File: src/rtl/bitstream_pkg.sv
`default_nettype none
// ============================================================================
//  Module      : bitstream_pkg
//  Description : Shared types and default widths for the bitstream bit reader.
//  Revision    : 1.0 - initial release
// ============================================================================
package bitstream_pkg;

    // Read-side controller states
    typedef enum logic [1:0] {
        ST_IDLE = 2'd0,
        ST_WAIT = 2'd1,
        ST_EOS  = 2'd2
    } rd_state_e;

    // Default configuration
    localparam int DEF_DATA_W     = 8;
    localparam int DEF_FIFO_DEPTH = 8;
    localparam int DEF_MAX_BITS   = 16;

    // Widths derived from the default configuration
    localparam int ACC_W = DEF_MAX_BITS + DEF_DATA_W;
    localparam int NB_W  = $clog2(DEF_MAX_BITS + 1);
    localparam int CNT_W = $clog2(ACC_W + 1);

endpackage : bitstream_pkg
`default_nettype wire

File: src/rtl/bitstream_bit_reader_fifo.sv
`default_nettype none
// ============================================================================
//  Module      : byte_fifo
//  Description : Synchronous FIFO with registered pointers. A full FIFO
//                refuses a push even when a pop happens in the same cycle.
//                clr empties the FIFO but still honours a same-cycle push.
//  Revision    : 1.0 - initial release
// ============================================================================
module byte_fifo #(
    parameter int DEPTH = 8,
    parameter int WIDTH = 8
) (
    input  logic                       clk,
    input  logic                       rst,
    input  logic                       clr,
    input  logic                       push,
    input  logic [WIDTH-1:0]           push_data,
    input  logic                       pop,
    output logic [WIDTH-1:0]           pop_data,
    output logic                       full,
    output logic                       empty,
    output logic [$clog2(DEPTH+1)-1:0] count
);

    localparam int AW = $clog2(DEPTH);
    localparam int CW = $clog2(DEPTH + 1);

    logic [WIDTH-1:0] mem_q [DEPTH];
    logic [AW-1:0]    wr_ptr_q;
    logic [AW-1:0]    rd_ptr_q;
    logic [CW-1:0]    count_q;

    logic             w_push;
    logic             w_pop;
    logic [AW-1:0]    w_wr_idx;

    assign full     = (count_q == CW'(DEPTH));
    assign empty    = (count_q == '0);
    assign count    = count_q;
    assign pop_data = mem_q[rd_ptr_q];

    assign w_push   = push && !full;
    assign w_pop    = pop && !empty;
    // A push during clr lands in slot 0 of the freshly emptied FIFO
    assign w_wr_idx = clr ? '0 : wr_ptr_q;

    // Pointer and occupancy bookkeeping
    always_ff @(posedge clk) begin
        if (rst) begin
            wr_ptr_q <= '0;
            rd_ptr_q <= '0;
            count_q  <= '0;
        end else if (clr) begin
            wr_ptr_q <= w_push ? AW'(1) : '0;
            rd_ptr_q <= '0;
            count_q  <= w_push ? CW'(1) : '0;
        end else begin
            if (w_push) begin
                wr_ptr_q <= wr_ptr_q + AW'(1);
            end
            if (w_pop) begin
                rd_ptr_q <= rd_ptr_q + AW'(1);
            end
            case ({w_push, w_pop})
                2'b10:   count_q <= count_q + CW'(1);
                2'b01:   count_q <= count_q - CW'(1);
                default: count_q <= count_q;
            endcase
        end
    end

    // Storage array, written only on an accepted push
    always_ff @(posedge clk) begin
        if (w_push && !rst) begin
            mem_q[w_wr_idx] <= push_data;
        end
    end

endmodule : byte_fifo
`default_nettype wire

File: src/rtl/bitstream_bit_reader.sv
`default_nettype none
// ============================================================================
//  Module      : bitstream_bit_reader
//  Description : Byte-stream to bit-stream adapter for the arithmetic decoder.
//                Bytes go through a small FIFO into a left-aligned bit
//                accumulator; reads of 0..MAX_BITS bits are served MSB-first,
//                with zero padding once the stream is exhausted.
//  Revision    : 1.0 - initial release
// ============================================================================
module bitstream_bit_reader
    import bitstream_pkg::*;
#(
    parameter int DATA_W     = 8,
    parameter int FIFO_DEPTH = 8,
    parameter int MAX_BITS   = 16
) (
    input  logic                                     clk,
    input  logic                                     rst,
    input  logic                                     flush,
    input  logic [DATA_W-1:0]                        in_data,
    input  logic                                     in_valid,
    input  logic                                     in_last,
    output logic                                     in_ready,
    input  logic                                     rd_req,
    input  logic [$clog2(MAX_BITS+1)-1:0]            rd_nbits,
    output logic                                     rd_busy,
    output logic                                     rd_valid,
    output logic [MAX_BITS-1:0]                      rd_data,
    output logic                                     rd_eos,
    output logic [$clog2(MAX_BITS+DATA_W+1)-1:0]     bits_avail
);

    localparam int ACC_BITS  = MAX_BITS + DATA_W;
    localparam int NB_BITS   = $clog2(MAX_BITS + 1);
    localparam int CNT_BITS  = $clog2(ACC_BITS + 1);
    localparam int FCNT_BITS = $clog2(FIFO_DEPTH + 1);

    // Controller state
    rd_state_e             state_q, state_d;
    logic [CNT_BITS-1:0]   n_q, n_d;

    // Accumulator: left-aligned, cnt_q valid bits, everything below is zero
    logic [ACC_BITS-1:0]   acc_q, acc_d;
    logic [CNT_BITS-1:0]   cnt_q, cnt_d;
    logic                  last_seen_q, last_seen_d;

    // Registered response
    logic                  rd_valid_q, rd_valid_d;
    logic [MAX_BITS-1:0]   rd_data_q, rd_data_d;
    logic                  rd_eos_q, rd_eos_d;

    // FIFO interface
    logic                  w_fifo_full;
    logic                  w_fifo_empty;
    logic [FCNT_BITS-1:0]  w_fifo_count;
    logic [DATA_W-1:0]     w_fifo_rdata;
    logic                  w_accept;
    logic                  w_pop;

    // Datapath helpers
    logic [CNT_BITS-1:0]   w_n_req;
    logic [CNT_BITS-1:0]   w_n_sel;
    logic                  w_serve;
    logic                  w_pad;
    logic                  w_eos_reached;
    logic [CNT_BITS-1:0]   w_consume;
    logic [CNT_BITS-1:0]   w_cnt_cons;
    logic [ACC_BITS-1:0]   w_acc_cons;
    logic [MAX_BITS-1:0]   w_top;
    logic [CNT_BITS-1:0]   w_shift;

    assign in_ready    = !rst && !w_fifo_full && !last_seen_q;
    assign w_accept    = in_valid && in_ready;
    assign last_seen_d = last_seen_q || (w_accept && in_last);

    // An empty FIFO means nothing can be popped, so no byte is in flight
    assign w_eos_reached = last_seen_q && (w_fifo_count == '0);

    // Oversized requests are clamped to the widest legal read
    assign w_n_req = (rd_nbits > NB_BITS'(MAX_BITS)) ? CNT_BITS'(MAX_BITS)
                                                     : CNT_BITS'(rd_nbits);

    assign rd_busy    = (state_q == ST_WAIT);
    assign rd_valid   = rd_valid_q;
    assign rd_data    = rd_data_q;
    assign rd_eos     = rd_eos_q;
    assign bits_avail = cnt_q;

    byte_fifo #(
        .DEPTH (FIFO_DEPTH),
        .WIDTH (DATA_W)
    ) u_fifo (
        .clk       (clk),
        .rst       (rst),
        .clr       (flush),
        .push      (w_accept),
        .push_data (in_data),
        .pop       (w_pop),
        .pop_data  (w_fifo_rdata),
        .full      (w_fifo_full),
        .empty     (w_fifo_empty),
        .count     (w_fifo_count)
    );

    // Request controller: decide whether to serve now, wait, or pad
    always_comb begin
        state_d = state_q;
        n_d     = n_q;
        w_serve = 1'b0;
        w_pad   = 1'b0;
        w_n_sel = n_q;
        case (state_q)
            ST_IDLE: begin
                if (rd_req) begin
                    w_n_sel = w_n_req;
                    if (cnt_q >= w_n_req) begin
                        w_serve = 1'b1;
                    end else if (w_eos_reached) begin
                        w_serve = 1'b1;
                        w_pad   = 1'b1;
                        state_d = ST_EOS;
                    end else begin
                        n_d     = w_n_req;
                        state_d = ST_WAIT;
                    end
                end
            end
            ST_WAIT: begin
                if (cnt_q >= n_q) begin
                    w_serve = 1'b1;
                    state_d = ST_IDLE;
                end else if (w_eos_reached) begin
                    w_serve = 1'b1;
                    w_pad   = 1'b1;
                    state_d = ST_EOS;
                end
            end
            ST_EOS: begin
                // Accumulator is already empty; every read returns zeros
                if (rd_req) begin
                    w_n_sel = w_n_req;
                    w_serve = 1'b1;
                    w_pad   = 1'b1;
                end
            end
            default: state_d = ST_IDLE;
        endcase
    end

    // Accumulator update: consume the served bits first, then refill one byte
    always_comb begin
        w_consume = '0;
        if (w_serve) begin
            w_consume = w_pad ? cnt_q : w_n_sel;
        end
        w_cnt_cons = cnt_q - w_consume;
        w_acc_cons = acc_q << w_consume;
        w_pop      = !w_fifo_empty && (w_cnt_cons <= CNT_BITS'(MAX_BITS));
        acc_d      = w_acc_cons;
        cnt_d      = w_cnt_cons;
        if (w_pop) begin
            acc_d = w_acc_cons | ({w_fifo_rdata, {MAX_BITS{1'b0}}} >> w_cnt_cons);
            cnt_d = w_cnt_cons + CNT_BITS'(DATA_W);
        end

        // Top n bits right-aligned; zero bits below cnt give the padding
        w_top      = acc_q[ACC_BITS-1 -: MAX_BITS];
        w_shift    = CNT_BITS'(MAX_BITS) - w_n_sel;
        rd_valid_d = w_serve;
        rd_data_d  = rd_data_q;
        rd_eos_d   = rd_eos_q;
        if (w_serve) begin
            rd_data_d = w_top >> w_shift;
            rd_eos_d  = w_pad;
        end
    end

    // State, accumulator and response registers; flush clears like reset
    always_ff @(posedge clk) begin
        if (rst || flush) begin
            state_q     <= ST_IDLE;
            n_q         <= '0;
            acc_q       <= '0;
            cnt_q       <= '0;
            last_seen_q <= w_accept && in_last;
            rd_valid_q  <= 1'b0;
            rd_data_q   <= '0;
            rd_eos_q    <= 1'b0;
        end else begin
            state_q     <= state_d;
            n_q         <= n_d;
            acc_q       <= acc_d;
            cnt_q       <= cnt_d;
            last_seen_q <= last_seen_d;
            rd_valid_q  <= rd_valid_d;
            rd_data_q   <= rd_data_d;
            rd_eos_q    <= rd_eos_d;
        end
    end

endmodule : bitstream_bit_reader
`default_nettype wire

File: config.mk
export PLATFORM = sky130hd
export DESIGN_NAME = bitstream_bit_reader
export DESIGN_NICKNAME = d
export VERILOG_FILES = /design/src/rtl/bitstream_pkg.sv /design/src/rtl/bitstream_bit_reader_fifo.sv /design/src/rtl/bitstream_bit_reader.sv
export SDC_FILE = /design/constraint.sdc
export NUM_CORES = 1
export LEC_CHECK = 0
export BUFFER_PORTS_ARGS = -buffer_cell sky130_fd_sc_hd__buf_2
export CAP_MARGIN = 20
export CORE_MARGIN = 4
export CORE_UTILIZATION = 50
export DETAILED_ROUTE_END_ITERATION = 12
export PLACE_DENSITY_LB_ADDON = 0.05
export SLEW_MARGIN = 20
export SYNTH_ARGS = -nofsm -noshare
export SYNTH_HDL_FRONTEND = slang
export SYNTH_HIERARCHICAL = 1
export SYNTH_SLANG_ARGS = --single-unit
File: constraint.sdc
create_clock -name clk -period 6.8 [get_ports clk]
set_clock_uncertainty 0.1 [all_clocks]
set_input_delay 1.36 -clock clk [delete_from_list [all_inputs] [get_ports clk]]
set_output_delay 1.36 -clock clk [all_outputs]
set_load 0.02 [all_outputs]
* Word level (Yosys, flattened, before mapping)
Memories as Yosys holds them, arrays and structs flattened. A register that Yosys moved wholly into a read port is not among the register bits.
Index checks and enable logic that the tools add are counted.
** Operators by class
- Bitwise gates (word level) :: 4
- Muxes and demuxes :: 35
- Reduce and logical (&&, ||, !) cells :: 23
- Shift operators :: 3
- Order comparisons :: 4
- Equality and inequality tests :: 8
- Add/sub/neg operators :: 7
** Operator list (number)
- 5-bit 2-to-1 mux :: 6
- 24-bit 2-to-1 mux :: 1
- 24-bit OR :: 1
- 24-bit by 5-bit << shifter with 24-bit output :: 1
- 24-bit by 5-bit >> shifter with 24-bit output :: 1
- 16-bit by 5-bit >> shifter with 16-bit output :: 1
- 3-bit 2-to-1 mux :: 5
- 1-bit 2-to-1 mux :: 13
- 5-bit >= comparator :: 2
- 2-bit 2-to-1 mux :: 5
- 1-bit logical AND :: 9
- 4-bit case mux with 2 select lines :: 1
- 4-bit AND reduction :: 2
- 3-bit by 1-bit adder with 3-bit output (second input constant) :: 2
- 1-bit case mux with 3 select lines :: 2
- 2-bit case mux with 3 select lines :: 1
- 5-bit by 4-bit adder with 5-bit output (second input constant) :: 1
- 5-bit > comparator (second input constant) :: 1
- 5-bit less-or-equal comparator (second input constant) :: 1
- 5-bit subtractor :: 1
- 5-bit subtractor (first input constant) :: 1
- 4-bit by 1-bit adder with 4-bit output (second input constant) :: 1
- 2-bit by 1-bit == test with 1-bit output (second input constant) :: 2
- 2-bit == test (second input constant) :: 2
- other kinds (13) :: 21
** Word-level totals
- Memories kept :: 1
- Output and inout port bits :: 25
- Flip-flop bits (word level) :: 65
- Word-level logic and storage cells :: 96
- Bits of input ports :: 19
- Bits in writable memories :: 64
** Memories
- u_fifo.mem_q :: words 8, width 8, rd ports 1, clocked after Yosys merged registers in 1, wr ports 1, RTL line bitstream_bit_reader_fifo.sv:28 : logic [WIDTH-1:0] mem_q [DEPTH];

* Longest topological paths before layout
Gate-level depths: netlist of run 1.
- Depth in word-level cells :: 15
- Mapped depth :: 27
- Gate-level depth less buffers :: 25

* Cells and area by module
Netlist of run 1, hierarchy kept.
** Modules (own cells, without submodules)
- bitstream_bit_reader :: cells each 664, instances 1, seq. area each 1101.1 um2, area each 5188.7 um2
- byte_fifo :: cells each 188, instances 1, seq. area each 2182.1 um2, area each 3173.0 um2

* Least setup slack after synthesis of run 1
OpenSTA, ideal clock, no wires.
- Path kind :: input to register
- Start :: input port rd_nbits[4]
- End :: register u_fifo.count_q[3] (netlist: u_fifo/count[3])
- Slack :: -0.020 ns
- Data arrival time :: 6.600 ns
- Data required time :: 6.580 ns
- Stages on the path :: 25
- Cells stage by stage :: inv_1 -> nand2_1 -> ha_1 -> o21a_1 -> nor2_1 -> o311ai_2 -> nand4_1 -> o211ai_4 -> inv_6 -> buf_4 -> ha_1 -> fa_1 -> clkbuf_1 -> clkbuf_1 -> nand4_1 -> a31o_2 -> clkbuf_1 -> inv_1 -> o41ai_1 -> a21oi_1 -> ha_1 -> a21o_2 -> o21ai_0 -> mux2i_1 -> a211o_1
** On the way
- Word-level cells in the longest chain between the ends :: 15
- Elaborated cells on any way between the ends :: 22
- Classes of those cells :: 1 x add/sub; 3 x order compare; 2 x eq/ne; 13 x mux; 3 x reduce/logical
** Ends and longest elaborated chain
- start: declaration :: RTL line bitstream_bit_reader.sv:25 : input logic [$clog2(MAX_BITS+1)-1:0] rd_nbits,
- 5-bit > comparator :: RTL line bitstream_bit_reader.sv:80 : assign w_n_req = (rd_nbits > NB_BITS'(MAX_BITS)) ? CNT_BITS'(MAX_BITS)
- 5-bit 2-to-1 mux (*) :: RTL line bitstream_bit_reader.sv:80
- 5-bit >= comparator :: RTL line bitstream_bit_reader.sv:116 : if (cnt_q >= w_n_req) begin
- 1-bit 2-to-1 mux :: RTL line bitstream_bit_reader.sv:116
- 1-bit 2-to-1 mux :: RTL line bitstream_bit_reader.sv:114 : if (rd_req) begin
- 1-bit case mux with 3 select lines :: RTL line bitstream_bit_reader.sv:112 : case (state_q)
- 5-bit 2-to-1 mux :: RTL line bitstream_bit_reader.sv:154 : w_consume = w_pad ? cnt_q : w_n_sel;
- 5-bit 2-to-1 mux (*) :: RTL line bitstream_bit_reader.sv:153 : if (w_serve) begin
- 5-bit subtractor (*) :: RTL line bitstream_bit_reader.sv:156 : w_cnt_cons = cnt_q - w_consume;
- 5-bit less-or-equal comparator (*) :: RTL line bitstream_bit_reader.sv:158 : w_pop = !w_fifo_empty && (w_cnt_cons <= CNT_BITS'(MAX_BITS));
- 1-bit logical AND (*) :: RTL line bitstream_bit_reader.sv:158
- named net w_pop :: RTL line bitstream_bit_reader.sv:58 : logic w_pop;
- 1-bit logical AND (*) :: RTL line bitstream_bit_reader_fifo.sv:43 : assign w_pop = pop && !empty;
- 2-bit by 1-bit == test with 1-bit output / 2-bit == test (equally long branches) :: RTL line bitstream_bit_reader_fifo.sv:64 : case ({w_push, w_pop})
- 4-bit case mux with 2 select lines :: RTL line bitstream_bit_reader_fifo.sv:64
- 4-bit 2-to-1 mux :: RTL line bitstream_bit_reader_fifo.sv:53 : end else if (clr) begin
- end signal: assignment :: RTL line bitstream_bit_reader_fifo.sv:56 : count_q <= w_push ? CW'(1) : '0;
- end signal: assignment :: RTL line bitstream_bit_reader_fifo.sv:65 : 2'b10: count_q <= count_q + CW'(1);
- end signal: assignment :: RTL line bitstream_bit_reader_fifo.sv:66 : 2'b01: count_q <= count_q - CW'(1);
- end: declaration :: RTL line bitstream_bit_reader_fifo.sv:31 : logic [CW-1:0] count_q;
The timed path passes the listed nets; every way through them passes the cells marked *.
A chain may end at the register's enable or synchronous reset.

* Worst setup path in the final report of run 1
- Start :: input port rd_nbits[4]
- End :: register u_fifo.count_q[3] (netlist: u_fifo/count[3])
** On the way
- Word-level cells in the longest chain between the ends :: 15
- Elaborated cells on any way between the ends :: 22
- Classes of those cells :: 1 x add/sub; 3 x order compare; 2 x eq/ne; 13 x mux; 3 x reduce/logical
** Ends and longest elaborated chain
- 5-bit > comparator (*) :: RTL line bitstream_bit_reader.sv:80
- 5-bit 2-to-1 mux (*) :: RTL line bitstream_bit_reader.sv:80
- named net w_n_req[0] :: RTL line bitstream_bit_reader.sv:61 : logic [CNT_BITS-1:0] w_n_req;
- 5-bit >= comparator :: RTL line bitstream_bit_reader.sv:116
- 1-bit 2-to-1 mux :: RTL line bitstream_bit_reader.sv:116
- 1-bit 2-to-1 mux :: RTL line bitstream_bit_reader.sv:114
- 1-bit case mux with 3 select lines :: RTL line bitstream_bit_reader.sv:112
- 5-bit 2-to-1 mux :: RTL line bitstream_bit_reader.sv:154
- 5-bit 2-to-1 mux (*) :: RTL line bitstream_bit_reader.sv:153
- 5-bit subtractor (*) :: RTL line bitstream_bit_reader.sv:156
- 5-bit less-or-equal comparator (*) :: RTL line bitstream_bit_reader.sv:158
- 1-bit logical AND (*) :: RTL line bitstream_bit_reader.sv:158
- named net w_pop :: RTL line bitstream_bit_reader.sv:58
- 1-bit logical AND (*) :: RTL line bitstream_bit_reader_fifo.sv:43
- 2-bit by 1-bit == test with 1-bit output / 2-bit == test (equally long branches) :: RTL line bitstream_bit_reader_fifo.sv:64
- 4-bit case mux with 2 select lines :: RTL line bitstream_bit_reader_fifo.sv:64
- 4-bit 2-to-1 mux :: RTL line bitstream_bit_reader_fifo.sv:53
Marks and branches as above.

==> impl_metrics.ini, run 1 <==
[timing]
worst_slack_ns = 0.3710
tns_ns = 0
final_hold_viol_count = 0
rsz0062_at_grt = no
period_share = 0.9454
max_freq_mhz = 155.5
slew_violations = 0
finalSetupViolations = 0
finalCriticalPeriod_ns = 6.429
worst_pin_slew_ns = 1.024
relSlewSlack = 0.3176

[setup_path]
cpMaxStageDelayCell = a2111oi_4
crit_fanout = 9
critPathLaunch = rd_nbits[4]
endpoint = u_fifo/count[3]$_SDFFE_PP0P_
r2r_cells = 24
crit_type = in2reg
crit_path_start_kind = input pin
arrival_ns = 6.63
cp-end-kind = register
critPathMaxStageDelay_ns = 0.47
r2r-end = u_fifo/count[3]$_SDFFE_PP0P_
cp_common_cell = ha_1
timing.reg2reg.setup_slack_ns = 1.13
worstPathRequired_ns = 7.00
reg2reg_from = bits_avail[0]$_SDFF_PP0_

[global_route]
use_met2 = 0.4234
grt_pass1_wl_um = 35640
antenna_found_initial = 0
grt_max_degree = 42
grt_pass1_vias = 6671
met1_usage = 0.3139
gr-usage-met3 = 0.03579
globalRoute.busiestLayer = met2
overflow = 0
grt_use_total = 0.2435

[synth]
synth_area_mm2 = 0.008362
ys.flop_type = dfxtp_1
synth_warnings = 6
ys_ff_latch = 132
synth_edf_count = 64
ys_seq_area_frac = 0.3926
synth_cells = 852
synth_async_sr_flop_share = 0
syn-num-nets = 891
synth.distinct_cells = 90
syn_area_per_cell_um2 = 9.814

[drt]
drtIter0Drc = 647
drt_wl_total_um = 22430
ant_nets = 0
drc_errors = 0
viasPerCell = 6.213
dr.pass1.iters = 7
vias = 6921
wl_per_cell_um = 20.14

[floorplanning]
initial_utilization = 0.5078
die_h_um = 137.3
core-area_mm2 = 0.01647
io_pins = 44
dieArea_mm2 = 0.01886
rows = 47
die_w_um = 137.3

[clock_network]
path_clk_slew_ns = 0.06
max-clock-path-buffers = 2
root_buffer = clkbuf_16
cts_setup_buffers = 0
clock_latency_ns = 0.42
htree_levels = 4
cts_tree = yes
numCtsBuffers = 17
cts_hold_buf = 0
cts.sinks = 132

[pwr]
total_power_w = 0.002400
ir_worst_vdd_mv = 0.2109
p_per_area_mw_per_mm2 = 256.6
combPwrFrac = 0.238
p_sw_w = 0.0007669
sequentialPowerShare = 0.364
swShare = 0.3195
p_clk_frac = 0.398
power.leakage_nw = 3.603
internal_power_w = 0.001633

[min_path]
whs_path_depth = 2
hold_class = reg2reg

[layout]
antennaDiodeCount = 0
final_cell_mix = 104 x nor2_1, 81 x mux2i_1, 70 x nand2_1
finalInstanceArea_mm2 = 0.009356
final_common_cell = nor2_1
drive_gt1_frac = 0.1846
syn_to_final_growth_pct = 11.90
fin_nets = 920
n_fill_cell = 1454
layout.cells.non_filler = 1114

[place]
dp_hpwl_um = 16190
gp_congestion = 0.9896
dpl.cell_count = 1082
preCtsSetupSlack_ns = -0.02726
placed_cell_area_mm2 = 0.008723
portBuffers = 43

[status]
status = completed

[run]
drv_cap = 0
[routing by layer]
| metal | up-vias | wire length, um |
|---|---|---|
| met1 | 3321 | 9549 |
| met5 | - | 0 |
| met4 | 0 | 582 |
| met2 | 265 | 11160 |
| li1 | 3289 | - |
| met3 | 46 | 1137 |
[power groups by stage]
stage               sequential (W)  combinational (W)  clock, W
CTS                       0.000873           0.000553  0.000968
finish                    0.000874           0.000572  0.000955
global placement          0.000891           0.000545         0
floorplan                 0.000885           0.000421         0
global route              0.000876           0.000621   0.00101
detailed placement        0.000891           0.000551         0
[registers in the layout, summed over array words and instances (netlist names), named ones only]
register and count:
acc_q 24, bits_avail 5, last_seen_q 1, n_q 5
rd_data 16, rd_eos 1, rd_valid 1, state_q 2
u_fifo/count 4, u_fifo/mem_q 64, u_fifo/rd_ptr_q 3, u_fifo/wr_ptr_q 3
[cells by family (layout without fill, tap and decap cells)]
| group | count (synthesis) | after routing | synth area share |
|---|---|---|---|
| buffers and inverters | 72 | 114 | 0.04324 |
| muxes | 128 | 128 | 0.1863 |
| and+or+nand+nor | 293 | 293 | 0.1649 |
| DFF | 132 | 132 | 0.3926 |
| AOI/OAI and AO/OA | 192 | 192 | 0.1664 |
| xor gates and xnor gates | 15 | 15 | 0.01571 |
| adders and majority gates | 20 | 20 | 0.03082 |
[worst max-delay path: cells and delay by family]
| family | cells | cell delay, ns |
|---|---|---|
| buffers and inverters | 4 | 0.37 |
| AO/OA/AOI/OAI | 13 | 2.87 |
| AND/OR/NAND/NOR | 3 | 0.62 |
| multiplexers | 1 | 0.11 |
| adder cells (fa/ha/maj) | 4 | 1.28 |
[cell type report]
type,count,area [um2],area share
tap,220,275.3,0.02942
inverter,20,85.08,0.009093
clock inverter,14,177.7,0.01899
sequential,132,3284,0.3510
clock buffer,18,429.2,0.04587
timing repair buffer,62,357.8,0.03825
multi-input combinational,648,4747,0.5074
[Yosys cell counts (7+ instances only)]
library cell    n  area share
mux2_2         27       0.036
nand2b_1        9      0.0067
mux2i_1        81       0.097
mux4_2         18       0.048
xnor2_1         9      0.0094
buf_1           7      0.0031
o21a_1         10      0.0090
o21ai_0        21       0.013
nand3_1        20       0.012
buf_2          10      0.0060
nand2_1        70       0.031
a22oi_1        10      0.0090
a21o_1          7      0.0063
dfxtp_1        68        0.16
and2_1          8      0.0060
edfxtp_1       64        0.23
nor3_1         22       0.013
o22ai_1         8      0.0060
inv_1          15      0.0067
ha_1           19       0.028
nor2_1        104       0.047
buf_6           7      0.0094
nand4_1        16       0.012
nor4_1          9      0.0067
clkbuf_1       23       0.010
a21oi_1        48       0.029
[worst min-delay path by stage]
stage | start | endpoint | slack [ns]
6_report | rd_eos$_SDFFE_PP0N_ | rd_eos$_SDFFE_PP0N_ | 0.38
5_1_grt | rd_eos$_SDFFE_PP0N_ | rd_eos$_SDFFE_PP0N_ | 0.40
4_1_cts | rd_eos$_SDFFE_PP0N_ | rd_eos$_SDFFE_PP0N_ | 0.39
3_5_place_dp | rd_eos$_SDFFE_PP0N_ | rd_eos$_SDFFE_PP0N_ | 0.37
3_3_place_gp | n_q[1]$_SDFFE_PP0P_ | n_q[1]$_SDFFE_PP0P_ | 0.37
2_1_floorplan | u_fifo/rd_ptr_q[1]$_SDFFE_PP0N_ | register | 0.35
[stage by stage]
step                      hold WS (ns)    util
after global routing            0.4043  0.5682
after floorplan                 0.3541       -
after detailed placement        0.3708  0.5298
after global placement          0.3674  0.5297
final                           0.3808  0.5682
after CTS                       0.3877  0.5666
[timing repair]
item	in CTS	in global routing
setup endpoints to repair	0	1
endpoints found under the hold margin	0	0
gates resized for setup	0	3
(Power assumes the default switching activity.)
==> run 2, diff against run 1 <==
Clock period 6.8 ns to 6.2 ns, I/O delays scaled along.
==> impl_metrics.ini, run 2 (synthesized netlist as in run 1, its figures left out) <==
[floorplanning]
io_pins = 44
dieArea_mm2 = 0.01886
rows = 47
die_h_um = 137.3
die_w_um = 137.3
core-area_mm2 = 0.01647
initial_utilization = 0.5078

[layout]
layout.cells.non_filler = 1119
largest_reg_flops = 64
fin_nets = 925
largest-register = u_fifo/mem_q
final_util = 0.5688
syn_to_final_growth_pct = 12.00
final_cell_mix = 104 x nor2_1, 81 x mux2i_1, 69 x nand2_1
drive_gt1_frac = 0.1947
antennaDiodeCount = 0
final_common_cell = nor2_1

[setup_path]
crit_path_start_kind = input pin
crit_type = in2reg
worstPathRequired_ns = 6.41
reg2reg_from = bits_avail[2]$_SDFF_PP0_
arrival_ns = 5.99
critPathLaunch = rd_nbits[4]
crit_fanout = 7
cp-end-kind = register
r2r-end = u_fifo/count[3]$_SDFFE_PP0P_
timing.reg2reg.setup_slack_ns = 1.00
endpoint = u_fifo/count[3]$_SDFFE_PP0P_
r2r_cells = 22

[min_path]
hold_class = reg2reg
holdCritStartpoint = rd_eos$_SDFFE_PP0N_

[timing]
finalCriticalPeriod_ns = 5.779
holdWs_ns = 0.3790
max_freq_mhz = 173.0
tns_ns = 0
relSlewSlack = 0.3213
worst_pin_slew_ns = 1.011
slew_violations = 0
worst_slack_ns = 0.4206
rsz0062_at_grt = no
period_share = 0.9322
final_hold_viol_count = 0
finalSetupViolations = 0

[global_route]
overflow = 0
grt_pass1_vias = 6854
antenna_found_initial = 0
grt_use_total = 0.2469
grt_max_degree = 42
grt_pass1_wl_um = 36400

[clock_network]
cts_hold_buf = 0
cts_setup_buffers = 0
path_clk_slew_ns = 0.06
numCtsBuffers = 17
cts.sinks = 132
cts_tree = yes
root_buffer = clkbuf_16
clock_latency_ns = 0.42
cts_resized = 0
htree_levels = 4
max-clock-path-buffers = 2

[drt]
drc_errors = 0
drt_wl_total_um = 22370
drtIter0Drc = 768
wl_per_cell_um = 19.99
dr.pass1.iters = 5
viasPerCell = 6.203
ant_nets = 0
vias = 6941

[run]
drv_cap = 0

[place]
dp_hpwl_um = 16280
preCtsSetupSlack_ns = 0.03858
dpl.cell_count = 1087
gp_congestion = 0.9681
portBuffers = 43

[pwr]
ir_worst_vdd_mv = 0.2280
power.leakage_nw = 3.598
p_per_area_mw_per_mm2 = 273.5

[status]
status = completed
## run 2: cell count changes in the layout (fill, tap and decap cells not counted), moves of 2 or more
cell,before,now
clkinvlp_4,3,5
bufinv_16,3,1
inv_1,15,13
buf_4,19,24
## run 2: area by class of cell
cell class | count | area, um2
Tap cell | 220 | 275.3
Clock buffer | 18 | 429.2
Sequential cell | 132 | 3284
Inverter | 20 | 88.84
Clock inverter | 14 | 130.1
Timing Repair Buffer | 67 | 395.4
Multi-Input combinational cell | 648 | 4762
Fill cell | 1453 | 7101
## run 2: worst min path at each step
stage / end / slack [ns] / cells past startpoint
floorplan: register / 0.35 / 2
global placement: rd_data[8]$_SDFFE_PP0N_ / 0.37 / 2
detailed placement: rd_eos$_SDFFE_PP0N_ / 0.37 / 2
CTS: rd_eos$_SDFFE_PP0N_ / 0.39 / 2
global route: rd_eos$_SDFFE_PP0N_ / 0.42 / 2
finish: rd_eos$_SDFFE_PP0N_ / 0.38 / 2
## run 2: per-layer routing
layer | wire length, um | track usage | vias to the layer above | share of wire
met3 | 1173 | 0.03506 | 46 | 0.052
met2 | 11260 | 0.4232 | 291 | 0.50
met5 | 0 | 0 | - | 0
met4 | 679 | 0.1025 | 0 | 0.030
met1 | 9250 | 0.3130 | 3307 | 0.41
li1 | - | - | 3297 | -
## run 2: critical path: stages
cell and delay (ns):
buf_2 0.12, nor2b_1 0.20, ha_1 0.26, nand2b_1 0.20
a2111oi_4 0.43, o311a_1 0.27, o31ai_2 0.11, o211ai_4 0.13
inv_6 0.04, ha_1 0.20, fa_1 0.44, inv_1 0.08
a21o_1 0.12, a21oi_2 0.08, a221o_1 0.35, a31o_2 0.29
inv_2 0.10, o41ai_1 0.13, a21oi_2 0.17, ha_1 0.30
a21o_2 0.24, o21ai_0 0.14, mux2i_1 0.09, a211o_1 0.26
## run 2: power by group
group / internal [W] / switching [W]
logic: 0.000231 / 0.000404
registers: 0.000931 / 0.0000280
clock network: 0.000556 / 0.000412
## run 2: stage by stage
stage	area (um2)	total power, W
4_1_cts	9364	0.002561
3_5_place_dp	8805	0.001597
2_1_floorplan	8428	0.001446
5_1_grt	9365	0.002677
3_3_place_gp	8805	0.001593
6_report	9365	0.002562
